===== src/rtl/hazard_ctrl_pkg.sv =====
// Shared types and constants for the pipeline hazard controller: state encoding,
// stall/flush counter width and a parameter sanity check.
package hazard_pkg;

   typedef enum logic [1:0] {
      IDLE     = 2'd0,
      LU_STALL = 2'd1,
      FLUSH    = 2'd2
   } hz_state_e;

   localparam int CNT_W = $clog2(5);

   // Load-use bubbles are limited to 1..4 and redirect kill depth to 2..4.
   function automatic bit hz_params_ok(input int loadStall, input int flushCyc);
      return (loadStall >= 1) && (loadStall <= 4) && (flushCyc >= 2) && (flushCyc <= 4);
   endfunction

endpackage


===== src/rtl/hazard_ctrl_if.sv =====
// Signal bundle between the ID/EX pipeline and the hazard controller.
// The master side is the pipeline; the slave side is the hazard controller.
interface hazard_ctrl_if #(
   parameter int REG_ADDR_W = 5
);
   logic [REG_ADDR_W-1:0] rs1;
   logic [REG_ADDR_W-1:0] rs2;
   logic                  rs1_used;
   logic                  rs2_used;
   logic                  ID_EX_MemRead;
   logic [REG_ADDR_W-1:0] ID_EX_rd;
   logic                  ex_redirect;
   logic                  mem_wait;
   logic                  hz_PC_Write;
   logic                  hz_IF_ID_Write;
   logic                  hz_IF_ID_flush;
   logic                  hz_bubble;
   logic                  hz_pipe_hold;

   modport master (
      output rs1, rs2, rs1_used, rs2_used, ID_EX_MemRead, ID_EX_rd, ex_redirect, mem_wait,
      input  hz_PC_Write, hz_IF_ID_Write, hz_IF_ID_flush, hz_bubble, hz_pipe_hold
   );

   modport slave (
      input  rs1, rs2, rs1_used, rs2_used, ID_EX_MemRead, ID_EX_rd, ex_redirect, mem_wait,
      output hz_PC_Write, hz_IF_ID_Write, hz_IF_ID_flush, hz_bubble, hz_pipe_hold
   );
endinterface


===== src/rtl/hazard_ctrl_perf_cnt.sv =====
// Free-running 32-bit event counters for load-use bubbles and IF/ID flushes.
// Instantiated only when HAZARD_PERF_CNT_EN is defined.
module hazard_perf_cnt (
   input  logic        clk,
   input  logic        rst,
   input  logic        i_stallInc,
   input  logic        i_flushInc,
   output logic [31:0] o_stallCnt,
   output logic [31:0] o_flushCnt
);

   logic [31:0] r_stallCnt;
   logic [31:0] r_flushCnt;

   always_ff @(posedge clk) begin
      if (rst) begin
         r_stallCnt <= '0;
         r_flushCnt <= '0;
      end else begin
         if (i_stallInc) r_stallCnt <= r_stallCnt + 32'd1;
         if (i_flushInc) r_flushCnt <= r_flushCnt + 32'd1;
      end
   end

   assign o_stallCnt = r_stallCnt;
   assign o_flushCnt = r_flushCnt;

endmodule


===== src/rtl/hazard_ctrl.sv =====
// Pipeline hazard controller: multi-cycle load-use stalls, redirect flushing and memory-wait freeze.
// Optional performance counters (hz_stall_cnt/hz_flush_cnt) are built when HAZARD_PERF_CNT_EN is defined.
module hazard_ctrl
   import hazard_pkg::*;
#(
   parameter int REG_ADDR_W = 5,
   parameter int LOAD_STALL = 1,
   parameter int FLUSH_CYC  = 2
) (
   input  logic        clk,
   input  logic        rst,
   hazard_ctrl_if.slave hz
`ifdef HAZARD_PERF_CNT_EN
   ,
   output logic [31:0] hz_stall_cnt,
   output logic [31:0] hz_flush_cnt
`endif
);

   if (!hz_params_ok(LOAD_STALL, FLUSH_CYC)) begin : g_badParams
      $error("hazard_ctrl: LOAD_STALL must be 1..4 and FLUSH_CYC 2..4");
   end

   localparam logic [CNT_W-1:0] STALL_INIT = CNT_W'(LOAD_STALL - 1);
   localparam logic [CNT_W-1:0] FLUSH_INIT = CNT_W'(FLUSH_CYC - 2);
   localparam logic [CNT_W-1:0] CNT_ONE    = CNT_W'(1);

   hz_state_e        r_state;
   hz_state_e        w_nextState;
   logic [CNT_W-1:0] r_cnt;
   logic [CNT_W-1:0] w_nextCnt;
   logic             w_luHit;
   logic             w_pcWrite;
   logic             w_ifIdWrite;
   logic             w_flush;
   logic             w_bubble;
   logic             w_hold;

   // x0 never carries a real dependency, and an unread source cannot create one.
   assign w_luHit = hz.ID_EX_MemRead && (hz.ID_EX_rd != '0) &&
                    ((hz.rs1_used && (hz.rs1 == hz.ID_EX_rd)) ||
                     (hz.rs2_used && (hz.rs2 == hz.ID_EX_rd)));

   always_ff @(posedge clk) begin
      if (rst) begin
         r_state <= IDLE;
         r_cnt   <= '0;
      end else begin
         r_state <= w_nextState;
         r_cnt   <= w_nextCnt;
      end
   end

   always_comb begin
      w_nextState = r_state;
      w_nextCnt   = r_cnt;
      w_pcWrite   = 1'b0;
      w_ifIdWrite = 1'b0;
      w_flush     = 1'b0;
      w_bubble    = 1'b0;
      w_hold      = 1'b0;
      if (rst) begin
         w_nextState = IDLE;
         w_nextCnt   = '0;
      end else if (hz.mem_wait) begin
         w_hold = 1'b1;
      end else if (hz.ex_redirect) begin
         w_pcWrite   = 1'b1;
         w_ifIdWrite = 1'b1;
         w_flush     = 1'b1;
         w_bubble    = 1'b1;
         if (FLUSH_CYC > 2) begin
            w_nextState = FLUSH;
            w_nextCnt   = FLUSH_INIT;
         end else begin
            w_nextState = IDLE;
            w_nextCnt   = '0;
         end
      end else begin
         unique case (r_state)
            LU_STALL: begin
               w_bubble  = 1'b1;
               w_nextCnt = r_cnt - CNT_ONE;
               if (r_cnt <= CNT_ONE) w_nextState = IDLE;
            end
            FLUSH: begin
               w_pcWrite   = 1'b1;
               w_ifIdWrite = 1'b1;
               w_flush     = 1'b1;
               w_nextCnt   = r_cnt - CNT_ONE;
               if (r_cnt <= CNT_ONE) w_nextState = IDLE;
            end
            default: begin
               if (w_luHit) begin
                  w_bubble = 1'b1;
                  if (LOAD_STALL > 1) begin
                     w_nextState = LU_STALL;
                     w_nextCnt   = STALL_INIT;
                  end
               end else begin
                  w_pcWrite   = 1'b1;
                  w_ifIdWrite = 1'b1;
               end
            end
         endcase
      end
   end

   assign hz.hz_PC_Write    = w_pcWrite;
   assign hz.hz_IF_ID_Write = w_ifIdWrite;
   assign hz.hz_IF_ID_flush = w_flush;
   assign hz.hz_bubble      = w_bubble;
   assign hz.hz_pipe_hold   = w_hold;

`ifdef HAZARD_PERF_CNT_EN
   // A bubble outside a redirect cycle can only come from a load-use stall.
   logic w_luBubble;
   assign w_luBubble = w_bubble & ~hz.ex_redirect;

   hazard_perf_cnt u_perfCnt (
      .clk        (clk),
      .rst        (rst),
      .i_stallInc (w_luBubble),
      .i_flushInc (w_flush),
      .o_stallCnt (hz_stall_cnt),
      .o_flushCnt (hz_flush_cnt)
   );
`endif

endmodule


===== src/flat_wrapper.sv =====
// flat-port wrapper written by rule: the top's interface ports become plain ports
module hazard_ctrl_flat import hazard_pkg::*;
#(
   parameter int REG_ADDR_W = 5,
   parameter int LOAD_STALL = 1,
   parameter int FLUSH_CYC  = 2
)
  (clk, rst, hz_rs1, hz_rs2, hz_rs1_used, hz_rs2_used, hz_ID_EX_MemRead, hz_ID_EX_rd, hz_ex_redirect, hz_mem_wait, hz_hz_PC_Write, hz_hz_IF_ID_Write, hz_hz_IF_ID_flush, hz_hz_bubble, hz_hz_pipe_hold);
  hazard_ctrl_if #(.REG_ADDR_W(REG_ADDR_W)) hz_i ();
  input  logic clk;
  input  logic rst;
  input wire logic [$bits(hz_i.rs1)-1:0] hz_rs1;
  input wire logic [$bits(hz_i.rs2)-1:0] hz_rs2;
  input wire logic [$bits(hz_i.rs1_used)-1:0] hz_rs1_used;
  input wire logic [$bits(hz_i.rs2_used)-1:0] hz_rs2_used;
  input wire logic [$bits(hz_i.ID_EX_MemRead)-1:0] hz_ID_EX_MemRead;
  input wire logic [$bits(hz_i.ID_EX_rd)-1:0] hz_ID_EX_rd;
  input wire logic [$bits(hz_i.ex_redirect)-1:0] hz_ex_redirect;
  input wire logic [$bits(hz_i.mem_wait)-1:0] hz_mem_wait;
  output wire logic [$bits(hz_i.hz_PC_Write)-1:0] hz_hz_PC_Write;
  output wire logic [$bits(hz_i.hz_IF_ID_Write)-1:0] hz_hz_IF_ID_Write;
  output wire logic [$bits(hz_i.hz_IF_ID_flush)-1:0] hz_hz_IF_ID_flush;
  output wire logic [$bits(hz_i.hz_bubble)-1:0] hz_hz_bubble;
  output wire logic [$bits(hz_i.hz_pipe_hold)-1:0] hz_hz_pipe_hold;
  assign hz_i.rs1 = hz_rs1;
  assign hz_i.rs2 = hz_rs2;
  assign hz_i.rs1_used = hz_rs1_used;
  assign hz_i.rs2_used = hz_rs2_used;
  assign hz_i.ID_EX_MemRead = hz_ID_EX_MemRead;
  assign hz_i.ID_EX_rd = hz_ID_EX_rd;
  assign hz_i.ex_redirect = hz_ex_redirect;
  assign hz_i.mem_wait = hz_mem_wait;
  assign hz_hz_PC_Write = hz_i.hz_PC_Write;
  assign hz_hz_IF_ID_Write = hz_i.hz_IF_ID_Write;
  assign hz_hz_IF_ID_flush = hz_i.hz_IF_ID_flush;
  assign hz_hz_bubble = hz_i.hz_bubble;
  assign hz_hz_pipe_hold = hz_i.hz_pipe_hold;
  hazard_ctrl #(.REG_ADDR_W(REG_ADDR_W), .LOAD_STALL(LOAD_STALL), .FLUSH_CYC(FLUSH_CYC)) u_core (.clk(clk), .rst(rst), .hz(hz_i));
endmodule

===== config.mk =====
export PLATFORM = sky130hd
export DESIGN_NAME = hazard_ctrl_flat
export DESIGN_NICKNAME = d
export VERILOG_FILES = /design/src/rtl/hazard_ctrl_pkg.sv /design/src/rtl/hazard_ctrl_if.sv /design/src/rtl/hazard_ctrl_perf_cnt.sv /design/src/rtl/hazard_ctrl.sv /design/src/flat_wrapper.sv
export SDC_FILE = /design/constraint.sdc
export NUM_CORES = 1
export LEC_CHECK = 0
export ABC_AREA = 0
export CAP_MARGIN = 20
export CORE_AREA = 2 2 39 41
export DETAILED_ROUTE_END_ITERATION = 7
export DIE_AREA = 0 0 41 43
export GPL_TIMING_DRIVEN = 0
export PLACE_DENSITY_LB_ADDON = 0.25
export SYNTH_ARGS = -nofsm -noshare
export SYNTH_HDL_FRONTEND = slang
export SYNTH_HIERARCHICAL = 1
export SYNTH_SLANG_ARGS = --single-unit
export TNS_END_PERCENT = 100

===== constraint.sdc =====
create_clock -name clk -period 1.9 [get_ports clk]
set_clock_uncertainty 0.2 [all_clocks]
set_input_delay 0.38 -clock clk [delete_from_list [all_inputs] [get_ports clk]]
set_output_delay 0.38 -clock clk [all_outputs]
set_load 0.02 [all_outputs]

==> out/metrics.yaml, run 1 <==
antenna_found_initial: 0
die_h_microns: 43
die_w_microns: 41
area_growth_pct: 146
p_per_area_nw_per_um2: 200
overflow: 0
portBuffers: 26
grt.total_usage_pct: 6.39
synth_commonest_cells: "8 x xor2_1, 2 x xnor2_1"
dp_cells: 65
die_area_sq_um: 1760
register_area_sq_um: 0
synthTopCellsByArea: "xor2_1 38%, xnor2_1 9.5%, o41ai_2 8.8%, nor4_2 6.8%, a32oi_1 4.8%"
num_vias: 262
synth-compound-area-share_pct: 21.1
hpwl_microns: 511
dr.pass1.iters: 2
slew_violations: 0
n_clock_buffer: 0
pre_cts_ws_ps: -1150
drc: 0
setup_viol: 3
power_leakage_uw: 0.000220
design.seq.count: 0
synth-xor-area-share_pct: 47.6
worst_pin_slew_ps: 242
synth-simple-area-share_pct: 25.2
nets: 73
vdd_ir_drop_max_mv: 0.0565
synth_nets: 45
grt_pass1_wl_microns: 862
worst-path-max-fanout: 2
synth_top_family_by_area: "XOR/XNOR gates"
drt_iter0_drc: 1
diodes: 0
stdcell_count: 65
hold_viol: 0
status: "finished, violations left"
p_comb_share_pct: 100.0
routedWlPerCell_microns: 8.92
post-route-period-util_pct: 115
synthAdderAreaFrac_pct: 0
critPathArrivalTime_ps: 1600
p_sw_uw: 38.1
fillers: 162
coreArea_sq_um: 1380
rsz0062_at_grt: "yes"
via_per_inst: 4.03
fin_area_sq_um: 452
drv_cap: 0
grt_max_degree: 4
boundaryPins: 27
synth_area_leader_cell: "xor2_1"
p_int_uw: 52.2
post_cts_buffers: 0
hold_path.class: "in -> out"
relSlewSlack_pct: 83.7
yosysWarnings: 6
critPathKind: "in -> out"
post_dp_cell_area_sq_um: 475
yosysMostFrequentCell: "xor2_1"
finalCriticalPeriod_ps: 2180
yosysUniqueCellTypes: 15
power_frac_seq_pct: 0
synthCells: 23
syn-cell-area_sq_um: 184
ys_seq_area_share_pct: 0
num_rows: 14
drive_gt1_share_pct: 46.9
endpoint_kind: "output pin"
synthMuxAreaShare_pct: 0
required_ps: 1320
initial_core_util_pct: 13.3
power_frac_clock_pct: 0
p_sw_share_pct: 42.2
gp_congestion: 0.595
wirelength_microns: 580
setup_ws_ps: -279
violations: "setup timing"
drtAntennaViolNets: 0
critPathLaunchType: "input port"
fmax_mhz: 459
power_uw: 90.3
synth_top_area_share_pct: 38.1
synth.avg_cell_area_sq_um: 8.00
grt_pass1_vias: 235
==> path summary, 6_finish.rpt <==
check / from / end / slack (ps) / depth (start not counted)
worst max-delay path: hz_rs1[1] / hz_hz_PC_Write / -280 / 7
worst min-delay path: hz_mem_wait / hz_hz_bubble / 960 / 3
==> logic make-up (layout without fill, tap and decap cells) <==
logic type                count (synthesis)  in the layout
buffers and inverters                     2             28
xor gates and xnor gates                 10             10
AOI/OAI and AO/OA                         4              4
and+or+nand+nor                           7              7
==> timing repair <==
item | CTS | global route
pin swaps | 15 | 1
gates cloned | 0 | 0
endpoints found under the setup margin | 5 | 5
resized for setup | 73 | 4
hold buffers | 0 | 0
==> worst max-delay path: stages <==
cell and delay [ps]:
buf_6 90, xor2_1 150, nor4_2 300, a32oi_2 160, o31a_1 280, buf_6 120, buf_6 120
==> area by class of cell <==
class	instances	area [sq um]	area share [%]
plain buffers	1	11.3	2.49
repair buffers	26	220	48.8
multi-input cells	21	196	43.5
inverters	1	3.75	0.831
well taps	16	20.0	4.43
==> stage by stage <==
stage	hold WS [ps]	util, %	setup TNS [ps]
5_1_grt	978	32.6	-950
2_1_floorplan	638	-	-354
3_3_place_gp	1640	34.4	-4130
3_5_place_dp	1630	34.4	-4070
4_1_cts	1080	31.9	-749
6_report	957	32.6	-663
==> per-layer routing <==
metal  wire length (microns)  track usage [%]  up-vias
li1                        -                -      135
met5                       0                0        -
met2                     220             10.0       20
met1                     259             9.81      107
met4                       0                0        0
met3                     100            0.524        0
==> layout by cell type, fill, tap and decap left out, types with 2 or more instances in the layout <==
cell type	n
dlygate4sd2_1	3
xor2_1	8
clkdlybuf4s15_1	2
buf_2	9
clkdlybuf4s50_1	4
xnor2_1	2
buf_6	5
dlymetal6s2s_1	2
nor4_2	2
==> power by group through the flow <==
stage / registers, uW / logic [uW] / clock network, uW
3_3_place_gp: 0 / 99.6 / 0
5_1_grt: 0 / 98.9 / 0
6_report: 0 / 90.3 / 0
3_5_place_dp: 0 / 99.4 / 0
4_1_cts: 0 / 90.9 / 0
2_1_floorplan: 0 / 35.6 / 0
No activity file was read; power rests on OpenSTA's default activity.
==> inputs of run 2 (changes only) <==
- SYNTH_HIERARCHICAL: 1 -> not set
==> run 2 against run 1 <==
The flow still finishes with violations (setup timing). Area after synthesis unchanged. Routed wire length increased by 12%. Worst setup slack got worse by 29 ps. Die area unchanged. First-iteration DRC count unchanged. Critical path type unchanged. Critical endpoint unchanged.
==> out/metrics.yaml, run 2 <==
status: "finished, violations left"  # unchanged
violations: "setup timing"  # unchanged
ys_seq_area_share_pct: 0  # unchanged
finalCriticalPeriod_ps: 2210  # was 2180 ps
postCtsHoldBufs: 0  # unchanged
critPathLaunchType: "input port"  # unchanged
num_rows: 14  # unchanged
register_area_sq_um: 0  # unchanged
setup_tns_ps: -855  # was -663 ps
endpoint_kind: "output pin"  # unchanged
power_frac_seq_pct: 0  # about the same
worstPathCellList: "buf_6 -> xor2_2 -> nor4_2 -> a32oi_2 -> o31a_1 -> buf_6 -> buf_6"  # was buf_6 -> xor2_1 -> nor4_2 -> a32oi_2 -> o31a_1 -> buf_6 -> buf_6
drv_cap: 0  # unchanged
final_cell_mix: "8 x buf_2, 6 x xor2_1, 4 x buf_6, 4 x clkdlybuf4s50_1"  # was 9 x buf_2, 8 x xor2_1, 5 x buf_6
power_frac_clock_pct: 0  # about the same
boundaryPins: 27  # unchanged
pre_cts_ws_ps: -1180  # was -1150 ps
synth_commonest_cells: "8 x xor2_1, 2 x xnor2_1"  # unchanged
gp_congestion: 0.574  # was 0.595
routedWlPerCell_microns: 9.67  # was 8.92 microns
antenna_found_initial: 0  # unchanged
worst_pin_slew_ps: 258  # was 242 ps
syn-cell-area_sq_um: 184  # unchanged
relSlewSlack_pct: 82.6  # was 83.7%
drive_gt1_share_pct: 51.0  # was 46.9%
yosysMostFrequentCell: "xor2_1"  # unchanged
crit_top_cell: "buf_6"  # unchanged
crit_start: "hz_rs1[3]"  # was hz_rs1[1]
setup_ws_ps: -308  # was -279 ps
postLayoutCoreUtil_pct: 36.0  # was 32.6%
worst_path_largest_cell_delay_ps: 300  # about the same
required_ps: 1320  # about the same
num_vias: 269  # was 262
synthTopCellsByArea: "xor2_1 38%, xnor2_1 9.5%, o41ai_2 8.8%, nor4_2 6.8%, a32oi_1 4.8%"  # unchanged
critPathTopFamily: "compound AO/OA/AOI/OAI gates"  # unchanged
hpwl_microns: 569  # was 511 microns
synth_area_leader_cell: "xor2_1"  # unchanged
p_sw_share_pct: 41.8  # was 42.2%
cp.buffers_inverters: 3  # unchanged
dr.pass1.iters: 2  # unchanged
drc: 0  # unchanged
area_growth_pct: 171  # was 146%
diodes: 0  # unchanged
p_int_uw: 58.3  # was 52.2 uW
synthCells: 23  # unchanged
power_leakage_uw: 0.000235  # was 0.000220 uW
via_per_inst: 4.01  # was 4.03
vdd_ir_drop_max_mv: 0.0708  # was 0.0565 mV
die_w_microns: 41  # unchanged
overflow: 0  # unchanged
hold_path.class: "in -> out"  # unchanged
design.seq.count: 0  # unchanged
cp_num_cells: 7  # unchanged
worst-path-max-fanout: 2  # unchanged
post-route-period-util_pct: 116  # was 115%
hold_viol: 0  # unchanged
grt_max_degree: 4  # unchanged
power_uw: 100  # was 90.3 uW
grt.total_usage_pct: 7.19  # was 6.39%
rsz0062_at_grt: "yes"  # unchanged
wirelength_microns: 648  # was 580 microns
min_from: "hz_mem_wait"  # unchanged
p_comb_share_pct: 100.0  # about the same
endpoint: "hz_hz_PC_Write"  # unchanged
synth.avg_cell_area_sq_um: 8.00  # unchanged
grt_pass1_wl_microns: 959  # was 862 microns
layout_commonest_cell: "buf_2"  # unchanged
crit_path_top_delay_cell: "nor4_2"  # unchanged
p_per_area_nw_per_um2: 201  # was 200 nW/um^2
fmax_mhz: 453  # was 459 MHz
synth_nets: 45  # unchanged
yosysUniqueCellTypes: 15  # unchanged
drt_iter0_drc: 1  # unchanged
critPathArrivalTime_ps: 1630  # was 1600 ps
synth_top_area_share_pct: 38.1  # unchanged
coreArea_sq_um: 1380  # unchanged
die_area_sq_um: 1760  # unchanged
slew_violations: 0  # unchanged
yosysWarnings: 0  # was 6
critPathKind: "in -> out"  # unchanged
die_h_microns: 43  # unchanged
portBuffers: 26  # unchanged
p_sw_uw: 41.9  # was 38.1 uW
setup_viol: 3  # unchanged
n_clock_buffer: 0  # unchanged
nets: 75  # was 73
drtAntennaViolNets: 0  # unchanged
initial_core_util_pct: 13.3  # unchanged
grt_pass1_vias: 242  # was 235
## run 2: worst min path at each step
stage | endpoint | slack [ps] | cells after the start
2_1_floorplan | hz_hz_pipe_hold | 640 | 1
3_3_place_gp | hz_hz_IF_ID_flush | 1640 | 4
3_5_place_dp | hz_hz_bubble | 1640 | 4
4_1_cts | hz_hz_bubble | 1100 | 5
5_1_grt | hz_hz_bubble | 990 | 3
6_report | hz_hz_bubble | 960 | 3
## run 2: routing by layer
layer / part of all wire [%] / GRT usage (%) / up-vias
met1: 36 / 10.8 / 112
met4: 0 / 0 / 0
met5: 0 / 0 / -
li1: - / - / 136
met2: 46 / 11.3 / 21
met3: 18 / 1.05 / 0
## run 2: area by class of cell
type,instances,area (sq um)
Timing Repair Buffer,28,244
Inverter,1,3.75
Tap cell,16,20.0
Multi-Input combinational cell,21,219
Fill cell,156,886
Buffer,1,11.3
## run 2: metrics by stage
stage	instances	cell area, sq um	hold slack (ps)
after global placement	65	475	1640
after floorplan	23	195	638
after detailed placement	65	475	1640
after global routing	67	498	990
after CTS	66	462	1100
final	67	498	962
## run 2: power groups by stage
stage / combinational (uW) / sequential [uW] / clock (uW)
2_1_floorplan: 35.6 / 0 / 0
3_3_place_gp: 99.8 / 0 / 0
3_5_place_dp: 100 / 0 / 0
4_1_cts: 95.7 / 0 / 0
5_1_grt: 108 / 0 / 0
6_report: 100 / 0 / 0
## run 2: timing repair
item	in CTS	in global routing
setup endpoints to repair	5	5
setup buffers	1	1
hold endpoints to repair	0	0
resized for setup	73	7
pin swaps	16	3
## run 2: cells by family after synthesis
family / count (synthesis) / synth area share, %
AO/OA/AOI/OAI: 4 / 21.1
XOR/XNOR: 10 / 47.6
buffers and inverters: 2 / 6.12
AND/OR/NAND/NOR: 7 / 25.2
==> edit, RTL diff (config.mk and constraints of run 2) <==
`REG_ADDR_W` is set to 5 in 3 places; all go to 6.
--- a/src/rtl/hazard_ctrl_if.sv
+++ b/src/rtl/hazard_ctrl_if.sv
@@ -1,7 +1,7 @@
 // Signal bundle between the ID/EX pipeline and the hazard controller.
 // The master side is the pipeline; the slave side is the hazard controller.
 interface hazard_ctrl_if #(
-   parameter int REG_ADDR_W = 5
+   parameter int REG_ADDR_W = 6
 );
    logic [REG_ADDR_W-1:0] rs1;
    logic [REG_ADDR_W-1:0] rs2;
--- a/src/rtl/hazard_ctrl.sv
+++ b/src/rtl/hazard_ctrl.sv
@@ -3,7 +3,7 @@
 module hazard_ctrl
    import hazard_pkg::*;
 #(
-   parameter int REG_ADDR_W = 5,
+   parameter int REG_ADDR_W = 6,
    parameter int LOAD_STALL = 1,
    parameter int FLUSH_CYC  = 2
 ) (
--- a/src/flat_wrapper.sv
+++ b/src/flat_wrapper.sv
@@ -1,7 +1,7 @@
 // flat-port wrapper written by rule: the top's interface ports become plain ports
 module hazard_ctrl_flat import hazard_pkg::*;
 #(
-   parameter int REG_ADDR_W = 5,
+   parameter int REG_ADDR_W = 6,
    parameter int LOAD_STALL = 1,
    parameter int FLUSH_CYC  = 2
 )
Interface: changed (resized hz_ID_EX_rd, hz_rs1 and hz_rs2); port bits go from 27 to 30. The function was not compared with the original's and may differ.
==> edit against run 2 <==
The run still ends with negative setup slack left. Global-route usage rose by 0.92 points. Non-clock buffer count rose by 2. Power rose by 18%. Setup slack improved by 0.15 ns. Wire length rose by 6.0%. Area after synthesis rose by 8.2%. Final area rose by 8.8%. Critical path type unchanged.
==> edit: results (changes against run 2) <==
- Outcome: complete, but fails checks (unchanged).
- Violations in the final reports: negative setup slack (unchanged).
- The maximum vdd ir drop came to 0.00006690 V (was 0.00007077 V).
- The global placer's final weighted congestion is 0.5551 (was 0.5742).
- The number of cells on the worst hold path is 4 (was 3).
- The met2 global-route usage was 16.56% (was 11.25%).
- Top post-synthesis cells by area: sky130_fd_sc_hd__xnor2_1 (53%), sky130_fd_sc_hd__nand3_1 (7.5%), sky130_fd_sc_hd__nand4_1 (6.3%) (was sky130_fd_sc_hd__xor2_1 (38%), sky130_fd_sc_hd__xnor2_1 (9.5%), sky130_fd_sc_hd__o41ai_2 (8.8%)).
- The routed length on met1 came to 238 µm (was 234 µm).
- The global-route wire length before repair is 1055 µm (was 959 µm).
- The total length of routed met2 wires is 384 µm (was 298 µm).
- The top routing layer in use is met3 (unchanged).
- The detailed-router iteration count before antenna repair is 1 (was 2).
- The number of sequential cells is 0 (unchanged).
- The number of nets in the layout came to 85 (was 75).
- The leakage power figure was 0.2515 nW (was 0.2351 nW).
- The via total after detailed routing is 303 (was 269).
- The number of fill cells in the layout is 148 (was 156).
- The actual slew at the worst max-slew pin is 0.2117 ns (was 0.2576 ns).
- The placed cell area came to 513.0 µm² (was 475.5 µm²).
- The count of buffers inserted at the top-level ports is 29 (was 26).
- The met3 layer usage reported by global route was 0.5236% (was 1.047%).
- The overall fraction of global-route tracks in use is 8.108% (was 7.193%).
- Ranking of synthesized cells by instance count: sky130_fd_sc_hd__xnor2_1 (12), sky130_fd_sc_hd__nand3_1 (3), sky130_fd_sc_hd__nand2_1 (2), sky130_fd_sc_hd__nand4_1 (2), sky130_fd_sc_hd__nor2_1 (2) (was sky130_fd_sc_hd__xor2_1 (8), sky130_fd_sc_hd__xnor2_1 (2)).
- The slowest stage cell on the critical path was sky130_fd_sc_hd__o31a_1 (was sky130_fd_sc_hd__nor4_2).
- The smallest setup slack after layout is -0.1612 ns (was -0.3081 ns).
- The placement-stage worst setup slack is -0.9850 ns (was -1.185 ns).
- The unique cell type count in the Yosys netlist was 12 (was 15).
- The proportion of layout cells with a drive suffix above 1 is 56.90% (was 50.98%).
- The area growth from synthesis to layout is 172.3% (was 170.7%).
- The pin count of the biggest net entering global routing was 4 (unchanged).
- The routed length per placed instance came to 9.284 µm (was 9.672 µm).
- The number of instances in the placed design is 73 (was 65).
- The number of violations reported at the end of detailed-routing iteration 0 is 0 (was 1).
- The data arrival time of the worst path is 1.48 ns (was 1.63 ns).
- The synthesized net count is 53 (was 45).
- The number of diodes is 0 (unchanged).
- The number of endpoints failing setup at the final stage is 3 (unchanged).
- The fraction of met1 tracks used by global routing was 8.599% (was 10.76%).
- The instance count of the mapped netlist is 28 (was 23).
- The total length of routed met3 wires is 63 µm (was 116 µm).
- The biggest cell delay along the critical path is 0.28 ns (was 0.30 ns).
edit: changes by cell type in the layout (fill, tap and decap cells not counted), sizes merged, moves of 3 or more:
| cell | before | now |
|---|---|---|
| nand3 | 0 | 3 |
| buf | 16 | 23 |
| xor2 | 8 | 0 |
| clkdlybuf4s15 | 4 | 0 |
| xnor2 | 2 | 12 |
edit: repair_timing:
action                                  4_1_cts  5_1_grt
pin swaps                                    18        7
buffers inserted                              0        1
resized for setup                           109        9
hold endpoints to repair                      0        0
gates cloned                                  0        0
endpoints found under the setup margin        5        4
edit: per-stage QoR:
step / hold slack, ns / setup TNS [ns]
CTS: 1.092 / -0.3043
floorplan: 0.6381 / 0
finish: 1.087 / -0.2664
detailed placement: 1.614 / -3.393
global route: 1.135 / -0.4204
global placement: 1.606 / -3.422
edit: final cells by class:
cell class / count / area share, %
Buffer: 1 / 2.079
Multi-Input combinational cell: 27 / 46.88
Tap cell: 16 / 3.695
Timing Repair Buffer: 30 / 47.34
edit: tightest hold or removal path: cells and delay by family:
| family | cells | cell delay [ns] |
|---|---|---|
| buffers and inverters | 2 | 0.34 |
| AOI/OAI and AO/OA | 1 | 0.13 |
| and+or+nand+nor | 1 | 0.05 |
edit: power breakdown:
part / internal (W) / switching [W]
Clock: 0 / 0
Sequential: 0 / 0
Combinational: 0.0000755 / 0.0000426
Total: 0.0000755 / 0.0000426
edit: logic make-up after synthesis:
logic type      Yosys count  synth area share [%]
compound gates            3                 12.58
xor+xnor                 12                 52.83
buf+inv                   1                 3.775
simple gates             12                 30.82
edit: worst paths after layout:
kind               startpoint           endpoint  slack, ns
setup / recovery    hz_rs2[2]     hz_hz_PC_Write      -0.16
hold / removal    hz_mem_wait  hz_hz_IF_ID_Write       1.09
